[config.mk]
export PLATFORM = sky130hd
export DESIGN_NAME = bus_arbiter2
export DESIGN_NICKNAME = d
export VERILOG_FILES = /design/src/rtl/bus_arbiter2_pkg.sv /design/src/rtl/bus_arbiter2_mux2.sv /design/src/rtl/bus_arbiter2.sv
export SDC_FILE = /design/constraint.sdc
export NUM_CORES = 1
export LEC_CHECK = 0
export ABC_AREA = 1
export ABC_CLOCK_PERIOD_IN_PS = 1050
export BUFFER_PORTS_ARGS = -buffer_cell sky130_fd_sc_hd__clkbuf_2
export CAP_MARGIN = 10
export CELL_PAD_IN_SITES_DETAIL_PLACEMENT = 1
export CELL_PAD_IN_SITES_GLOBAL_PLACEMENT = 2
export CORE_ASPECT_RATIO = 2
export CORE_MARGIN = 2
export CORE_UTILIZATION = 10
export DETAILED_ROUTE_END_ITERATION = 10
export GPL_TIMING_DRIVEN = 0
export PLACE_DENSITY = 0.87
export RECOVER_POWER = 100
export SYNTH_ARGS = -nofsm -noshare
export SYNTH_HDL_FRONTEND = slang
export SYNTH_HIERARCHICAL = 1
export SYNTH_SLANG_ARGS = --single-unit
[constraint.sdc]
create_clock -name clk -period 1.05 [get_ports clk]
set_input_delay 0.0525 -clock clk [delete_from_list [all_inputs] [get_ports clk]]
set_output_delay 0.0525 -clock clk [all_outputs]
set_load 0.03 [all_outputs]
[src/rtl/bus_arbiter2_pkg.sv]
// Shared constants and state encoding for the two-requester round-robin arbiter.
package bus_arbiter2_pkg;

  localparam int WORD_LENGTH = 32;

  typedef enum logic [1:0] {
    ARB_IDLE = 2'd0,
    ARB_OWN0 = 2'd1,
    ARB_OWN1 = 2'd2
  } arb_state_t;

  // Maps a requester index onto its ownership state.
  function automatic arb_state_t own_state(input logic idx);
    return idx ? ARB_OWN1 : ARB_OWN0;
  endfunction

endpackage

[src/rtl/bus_arbiter2_mux2.sv]
// Two-input word mux steering the owning requester's data to the sink.
module bus_arbiter2_mux2
  import bus_arbiter2_pkg::*;
#(
  parameter int n = WORD_LENGTH
) (
  input  logic         sel,
  input  logic [n-1:0] a,
  input  logic [n-1:0] b,
  output logic [n-1:0] y
);

  assign y = sel ? b : a;

endmodule

[src/rtl/bus_arbiter2.sv]
// Two-requester round-robin arbiter driving one valid/ready word channel.
// Define ARB2_LOCK_EN to add the per-requester burst lock input.
module bus_arbiter2
  import bus_arbiter2_pkg::*;
#(
  parameter int n = WORD_LENGTH
) (
  input  logic         clk,
  input  logic         reset_n,
  input  logic [1:0]   req,
  input  logic [n-1:0] in_data [1:0],
  output logic [1:0]   gnt,
  output logic         sel,
  output logic [n-1:0] out_data,
  output logic         out_valid,
  input  logic         out_ready
`ifdef ARB2_LOCK_EN
  ,
  input  logic [1:0]   lock
`endif
);

  arb_state_t state, state_next;
  logic       last, last_next;
  logic       sel_next;
  logic       owned, owner, xfer, hold;

  assign owned = (state != ARB_IDLE);
  assign owner = (state == ARB_OWN1);

  // A word presented while reset is sampled is dropped, so it is never offered.
  assign out_valid = reset_n & owned & req[owner];
  assign xfer      = out_valid & out_ready;
  assign gnt       = xfer ? (owner ? 2'b10 : 2'b01) : 2'b00;

`ifdef ARB2_LOCK_EN
  assign hold = lock[owner];
`else
  assign hold = 1'b0;
`endif

  always_comb begin
    state_next = state;
    last_next  = last;
    // Idle and abandoned ownership share the same pick rules.
    if (!owned || !req[owner]) begin
      case (req)
        2'b00:   state_next = ARB_IDLE;
        2'b01:   state_next = ARB_OWN0;
        2'b10:   state_next = ARB_OWN1;
        default: state_next = own_state(~last);
      endcase
    end else if (xfer && !hold) begin
      last_next  = owner;
      state_next = own_state(req[~owner] ? ~owner : owner);
    end
  end

  assign sel_next = (state_next == ARB_IDLE) ? sel : (state_next == ARB_OWN1);

  always_ff @(posedge clk) begin
    if (!reset_n) begin
      state <= ARB_IDLE;
      last  <= 1'b1;
      sel   <= 1'b0;
    end else begin
      state <= state_next;
      last  <= last_next;
      sel   <= sel_next;
    end
  end

  bus_arbiter2_mux2 #(.n(n)) u_mux (
    .sel (sel),
    .a   (in_data[0]),
    .b   (in_data[1]),
    .y   (out_data)
  );

endmodule

==> results of run 1 <==
worst min-delay path by stage:
stage,slack (ns),end,start,cells past startpoint
floorplan,0.19,sel,reset_n,2
global placement,0.30,sel,reset_n,3
detailed placement,0.30,sel,reset_n,3
CTS,0.06,sel,reset_n,3
global route,0.11,sel,reset_n,3
finish,0.07,sel,reset_n,3
routing by layer:
layer / track usage (%) / part of all wire (%) / vias up
met5: 0 / 0 / -
met4: 2.94 / 1.2 / 0
li1: - / - / 685
met1: 8.64 / 28 / 629
met2: 22.9 / 64 / 63
met3: 1.42 / 6.8 / 5
sequential cells by signal, summed over array words and instances (netlist names):
register	flops
last	1
sel	1
state	2
what timing repair did:
item                       CTS  global route
buffers inserted             8             1
gates cloned                 2             2
hold endpoints to repair     0             0
hold buffers                 0             0
setup endpoints to repair   39            39
gates resized for setup    102            53
pin swaps                    6             3
area by class of cell:
| cell class | instances | area [µm²] |
|---|---|---|
| Tap cell | 92 | 115 |
| Inverter | 7 | 45.0 |
| Buffer | 7 | 140 |
| Clock buffer | 4 | 78.8 |
| Fill cell | 909 | 4980 |
| Timing Repair Buffer | 117 | 1030 |
| Sequential cell | 4 | 87.6 |
| Multi-Input combinational cell | 128 | 796 |
cell families after synthesis:
family / synth area share (%)
DFF: 10.6
buffers and inverters: 17.1
AOI/OAI and AO/OA: 2.66
and+or+nand+nor: 69.6
metrics by stage:
stage,util (%),setup TNS (ns),worst slack (ns)
2_1_floorplan,-,-0.159,-0.0706
3_3_place_gp,20.6,-0.676,-0.172
3_5_place_dp,20.6,-0.969,-0.194
4_1_cts,29.3,-7.56,-0.250
5_1_grt,31.5,-10.72,-0.329
6_report,31.5,-8.81,-0.255
layout by cell type (no fill, tap or decap):
| master | instances |
|---|---|
| nor2_1 | 2 |
| clkbuf_8 | 8 |
| buf_16 | 1 |
| nor3_2 | 1 |
| nor2_2 | 1 |
| inv_16 | 1 |
| nand3_4 | 1 |
| a21oi_2 | 3 |
| clkbuf_1 | 1 |
| buf_6 | 2 |
| buf_4 | 7 |
| nand2_4 | 10 |
| inv_4 | 1 |
| inv_2 | 2 |
| nand2_1 | 44 |
| dfxtp_1 | 2 |
| clkbuf_2 | 69 |
| nand3_2 | 4 |
| nand3_1 | 1 |
| nand2_2 | 54 |
| o21ai_1 | 1 |
| buf_8 | 30 |
| buf_12 | 3 |
| inv_1 | 3 |
| clkbuf_16 | 7 |
| nor2_4 | 5 |
| nand4_1 | 1 |
| dfxtp_4 | 2 |
power groups by stage:
| stage | logic (W) | clock network [W] | registers, W |
|---|---|---|---|
| 2_1_floorplan | 0.000757 | 0 | 0.000189 |
| 3_3_place_gp | 0.00111 | 0 | 0.000184 |
| 3_5_place_dp | 0.00113 | 0 | 0.000184 |
| 4_1_cts | 0.00157 | 0.000625 | 0.000185 |
| 5_1_grt | 0.00186 | 0.000639 | 0.000187 |
| 6_report | 0.00174 | 0.000616 | 0.000185 |
worst max-delay path, cell delays in order, from the launching register on:
cell and delay, ns:
dfxtp_1 0.38, buf_12 0.18, inv_16 0.06, clkbuf_16 0.15, nand2_1 0.06, nand2_2 0.06, buf_8 0.13
==> key figures, run 1 <==
Placement
  • GPL Wtd Cong: 0.757
  • Dpl cells: roughly 340
  • Post-placement cell area: 1500 µm²
  • Port bufs: 104
  • Post-DP HPWL: approximately 3.1 mm

Timing
  • Setup Skew: 0.0000840 ns
  • Final min period: roughly 1.3 ns
  • Final setup viols: 39
  • Hold Violations, Final: 0
  • Final WS setup: -0.255 ns
  • Final Max Tran Viols: 0
  • RSZ-0062 raised after global routing: true
  • Worst hold margin: between 0.07 and 0.08 ns
  • Part of the cycle the worst path needs: 124%
  • Fmax: 766 MHz
  • Slew @ Worst Pin: 0.274 ns
  • Max-Slew Margin vs Limit: 81.7%

Synth
  • Area share of the largest cell type after synthesis: 47.8%
  • Post-synthesis cell area: 753 µm²
  • Primary FF master, synth: dfxtp_1
  • Most frequent cells after synthesis: nand2_1 (96), nand2_2 (12), nand3_1 (5), nor2_1 (5), dfxtp_1 (4)
  • Cell taking the most area after synthesis: nand2_1
  • Yosys cell types: 18
  • Post-synth EDFFs: 0
  • Sequential-to-total area share from yosys stat: a little over a tenth
  • Syn Nets: between 200 and 250
  • Yosys reg bits: 4
  • Synthesized area per cell: 5.16 µm²
  • Syn. warnings: 6
  • Top-count cell post-synth: nand2_1
  • FFs w/ async S/R, synth: 0%
  • Cells after synthesis: 146
  • Synth area leaders: nand2_1 (48%), dfxtp_1 (11%), nand2_2 (10%)

Detailed routing
  • Number of remaining DRC errors: 0
  • WL/cell: 12.3 µm
  • Final ANT Viol Nets: 0
  • Via count: between 1000 and 1500
  • Final wirelength: about 4.4 mm
  • Via density per instance: 3.85
  • Pre-antenna DRT Iters: 4
  • 1st-iter DRT viols: 6

CTS
  • Clock Sinks: 4
  • Clock tree buffer depth: 2
  • Clock root buffer: clkbuf_16
  • CTS tree: yes
  • H-tree depth: 1
  • Worst-path clk slew: 0.03 ns
  • Clock Latency Late Sink: 0.22 ns
  • Total CTS buffers: 3

Worst setup path
  • Startpoint types: register
  • Critical path peak fanout: 8
  • Reg2reg path depth: 10
  • Crit path required time: 1.00 ns
  • Crit. Startpoint: sel
  • RR Startpoint: state[0]
  • Setup crit end kind: primary output
  • RR Endpoint: sel
  • CP Class: reg -> out
  • Critical Path AT: 1.25 ns
  • CP endpoint: out_data[10]
  • R2r setup slk: -0.24 ns

Power
  • Sequential fraction of design power: 7.3%
  • Worst IR Drop VDD: between 0.001 and 0.0015 V
  • Combinational Power Share: 68.5%
  • PwrDens: approximately 1100 nW/µm²
  • Leak: between 1 and 1.5 nW
  • Switching Share: 40.1%
  • Power Internal: ~0.0015 W
  • Overall Power: 0.00255 W
  • Clk pwr share: 24.2%
  • P_sw: 0.00102 W

Final layout
  • Final instance area: 2290 µm²
  • Layout Cells excl Fill: 359
  • Final nets: 337
  • # diodes: 0
  • Layout cells sized above 1: 79.4%
  • Area growth syn-to-layout: 204%

Die
  • Die ar.: ~8300 µm²
  • Core ar.: 7270 µm²
  • Die H: 127 µm
  • Boundary Pins: 105
  • Row count: 44
  • Initial Util: 10.4%
  • Die Span X: between 60 and 70 µm

GRT
  • First-pass GRT wire length: 6.67 mm
  • Grt total ovfl: 0
  • Initial antenna violation count: 0
  • Pin count of the biggest net entering global routing: 11
  • GRT Overall Usage: 10.4%
  • Vias in the first global route: 1493

Hold path
  • Worst min-delay path class: in -> reg

Run status
  • Failing checks: setup timing
  • Outcome: finished, violations left

Run
  • Max-Cap Viols: 0
No activity file was read; power rests on OpenSTA's default activity.
==> run 2, diff against run 1 <==
SETUP_SLACK_MARGIN = 0.5   (was default)
==> key figures, run 2 (synthesis results as in run 1) <==
Detailed routing
  • Via count: 1398 (+1.2%)
  • WL/cell: 13.6 µm (+10%)
  • Via density per instance: 3.89 (+1.2%)
  • Final ANT Viol Nets: 0 (unchanged)
  • 1st-iter DRT viols: 6 (unchanged)
  • Final wirelength: 4.88 mm (+10%)
  • Number of remaining DRC errors: 0 (unchanged)
  • Pre-antenna DRT Iters: 3 (-1)

Worst setup path
  • R2r setup slk: -0.19 ns (+0.05 ns)
  • Crit path required time: 1.00 ns (about the same)
  • Reg2reg path depth: 8 (-2)
  • Critical path's largest stage delay: 0.35 ns (-0.03 ns)
  • RR Endpoint: sel
  • CP Class: reg -> out
  • Critical Path AT: 1.27 ns (+0.02 ns)
  • Worst-path cell with the longest stage delay: dfxtp_4
  • Critical Path, Cell by Cell: buf_12, inv_12, buf_12, buf_16, nand2_4, nand2_4, buf_8
  • Critical path peak fanout: 5 (-3)
  • Startpoint types: register
  • RR Startpoint: state[1]
  • Setup crit end kind: primary output

Hold path
  • Hold path endpoint: sel
  • Worst min-delay path class: in -> reg
  • Min-delay src: reset_n
  • WHS Path Cells: 3 (unchanged)

Final layout
  • Layout cells sized above 1: 90.6% (+11 points)
  • Most flop-heavy register: state
  • Area growth syn-to-layout: 262%
  • Area occupied by multi-input gates: 1170 µm² (+47%)
  • Layout Utilization: 37.6% (+6.0 points)
  • Fill cells: 850 (-6.5%)
  • Commonest non-fill, non-tap cells in the layout: nand2_4 (72), clkbuf_2 (68), buf_8 (34)
  • Total area of sequential cells: 91.3 µm² (+4.3%)
  • Top flop regs: state (2), last (1), sel (1)
  • # diodes: 0 (unchanged)
  • Layout Cells excl Fill: 359 (unchanged)
  • Largest register FFs: 2 (unchanged)
  • Final nets: 338 (+0.30%)
  • Most common cell after layout, fill and taps aside: nand2_4

Timing
  • Final setup viols: 39 (unchanged)
  • Fmax: 757 MHz (-1.3%)
  • Final min period: 1.32 ns (+0.0167 ns)
  • Setup Skew: 0.000732 ns (+0.000648 ns)
  • Worst hold margin: 0.0755 ns (+0.00330 ns)
  • Final setup TNS: -8.51 ns (+0.304 ns)
  • Slew @ Worst Pin: 0.309 ns (+0.0348 ns)
  • Final WS setup: -0.271 ns (-0.0167 ns)
  • RSZ-0062 raised after global routing: true
  • Part of the cycle the worst path needs: 126% (+1.6 points)
  • Final Max Tran Viols: 0 (unchanged)
  • Max-Slew Margin vs Limit: 79.4% (-2.3 points)
  • Hold Violations, Final: 0 (unchanged)

CTS
  • Clock Latency Late Sink: 0.23 ns (about the same)
  • CTS tree: yes
  • Clock root buffer: clkbuf_16
  • Hold_buf cts: 0 (unchanged)
  • Worst-path clk slew: 0.03 ns (about the same)
  • Clock tree buffer depth: 2 (unchanged)
  • Clock Sinks: 4 (unchanged)
  • Total CTS buffers: 3 (unchanged)
  • H-tree depth: 1 (unchanged)

Die
  • Die Span X: 65.4 µm (unchanged)
  • Boundary Pins: 105 (unchanged)
  • Die ar.: 8280 µm² (unchanged)
  • Row count: 44 (unchanged)
  • Die H: 127 µm (unchanged)
  • Initial Util: 10.4% (unchanged)
  • Core ar.: 7270 µm² (unchanged)

Power
  • Switching Share: 41.8% (+1.7 points)
  • P_sw: 0.00121 W (+18%)
  • Leak: 1.35 nW (+14%)
  • PwrDens: 1060 nW/µm² (-4.7%)
  • Combinational Power Share: 72.6% (+4.1 points)
  • Clk pwr share: 20.9% (-3.3 points)
  • Worst IR Drop VDD: 0.000742 V (-28%)
  • Sequential fraction of design power: 6.5% (-0.8 points)
  • Power Internal: 0.00168 W (+10%)

Placement
  • Dpl cells: 342 (unchanged)
  • Post-DP HPWL: 3.63 mm (+16%)
  • GPL Wtd Cong: 0.713 (-5.8%)
  • Port bufs: 104 (unchanged)
  • Worst slack at placement: -0.199 ns (-0.00504 ns)

GRT
  • Vias in the first global route: 1574 (+5.4%)
  • Met2 Track Usage GR: 26.2% (+3.2 points)
  • Met3 usage: 1.51% (+0.089 points)
  • Initial antenna violation count: 0 (unchanged)
  • Gr busiest metal: met2
  • Pin count of the biggest net entering global routing: 11 (unchanged)
  • First-pass GRT wire length: 7.41 mm (+11%)
  • GRT Overall Usage: 11.7% (+1.3 points)
  • Met1 global-route usage: 9.78% (+1.1 points)
  • Grt total ovfl: 0 (unchanged)

Run status
  • Failing checks: setup timing
  • Outcome: finished, violations left

Run
  • Max-Cap Viols: 0 (unchanged)
-- run 2: cell count changes in the layout (fill, tap and decap cells not counted), sizes merged --
| cell | delta |
|---|---|
| buf | +8 |
| clkbuf | -8 |
-- run 2: worst max path at each step --
stage                     cells past startpoint     start            to  slack (ns)
after CTS                                     7       sel  out_data[11]       -0.31
after global routing                          7       sel  out_data[30]       -0.31
final                                         7       sel  out_data[11]       -0.27
after global placement                        8  state[1]           sel       -0.20
after floorplan                               9  state[0]           sel       -0.07
after detailed placement                      8  state[1]           sel       -0.20
-- run 2: through the flow --
stage	instance area (µm²)	power (W)
after floorplan	1370	0.00129
after global placement	2010	0.00166
after detailed placement	2010	0.00170
after CTS	2640	0.00277
after global routing	2730	0.00303
final	2730	0.00289
-- run 2: timing repair --
action / in CTS / in global routing
setup buffers: 8 / 4
setup endpoints to repair: 40 / 40
resized for setup: 98 / 39
gates cloned: 2 / 0
pin swaps: 38 / 19
-- run 2: power by group through the flow --
stage | Clock, W | Sequential [W] | Combinational (W)
5_1_grt | 0.000627 | 0.000190 | 0.00221
3_3_place_gp | 0 | 0.000184 | 0.00148
3_5_place_dp | 0 | 0.000185 | 0.00151
6_report | 0.000605 | 0.000188 | 0.00210
2_1_floorplan | 0 | 0.000190 | 0.00110
4_1_cts | 0.000617 | 0.000188 | 0.00196
-- run 2: layout make-up --
type / count / share of cell area, %
plain buffers: 7 / 6.24
clock buffers: 3 / 2.75
inverters: 7 / 1.51
multi-input cells: 128 / 42.7
flip-flops and latches: 4 / 3.35
well taps: 92 / 4.22
repair buffers: 118 / 39.2
-- run 2: routing by layer --
metal	wire length, µm	share of wire (%)	vias to the layer above
li1	-	-	689
met4	63	1.3	0
met2	3270	67	51
met3	242	5.0	5
met5	0	0	-
met1	1310	27	653
-- run 2: critical path: cells and delay by family (launching register included) --
family / cells / cell delay [ns]
buf+inv: 5 / 0.57
flops: 1 / 0.35
simple gates: 2 / 0.11
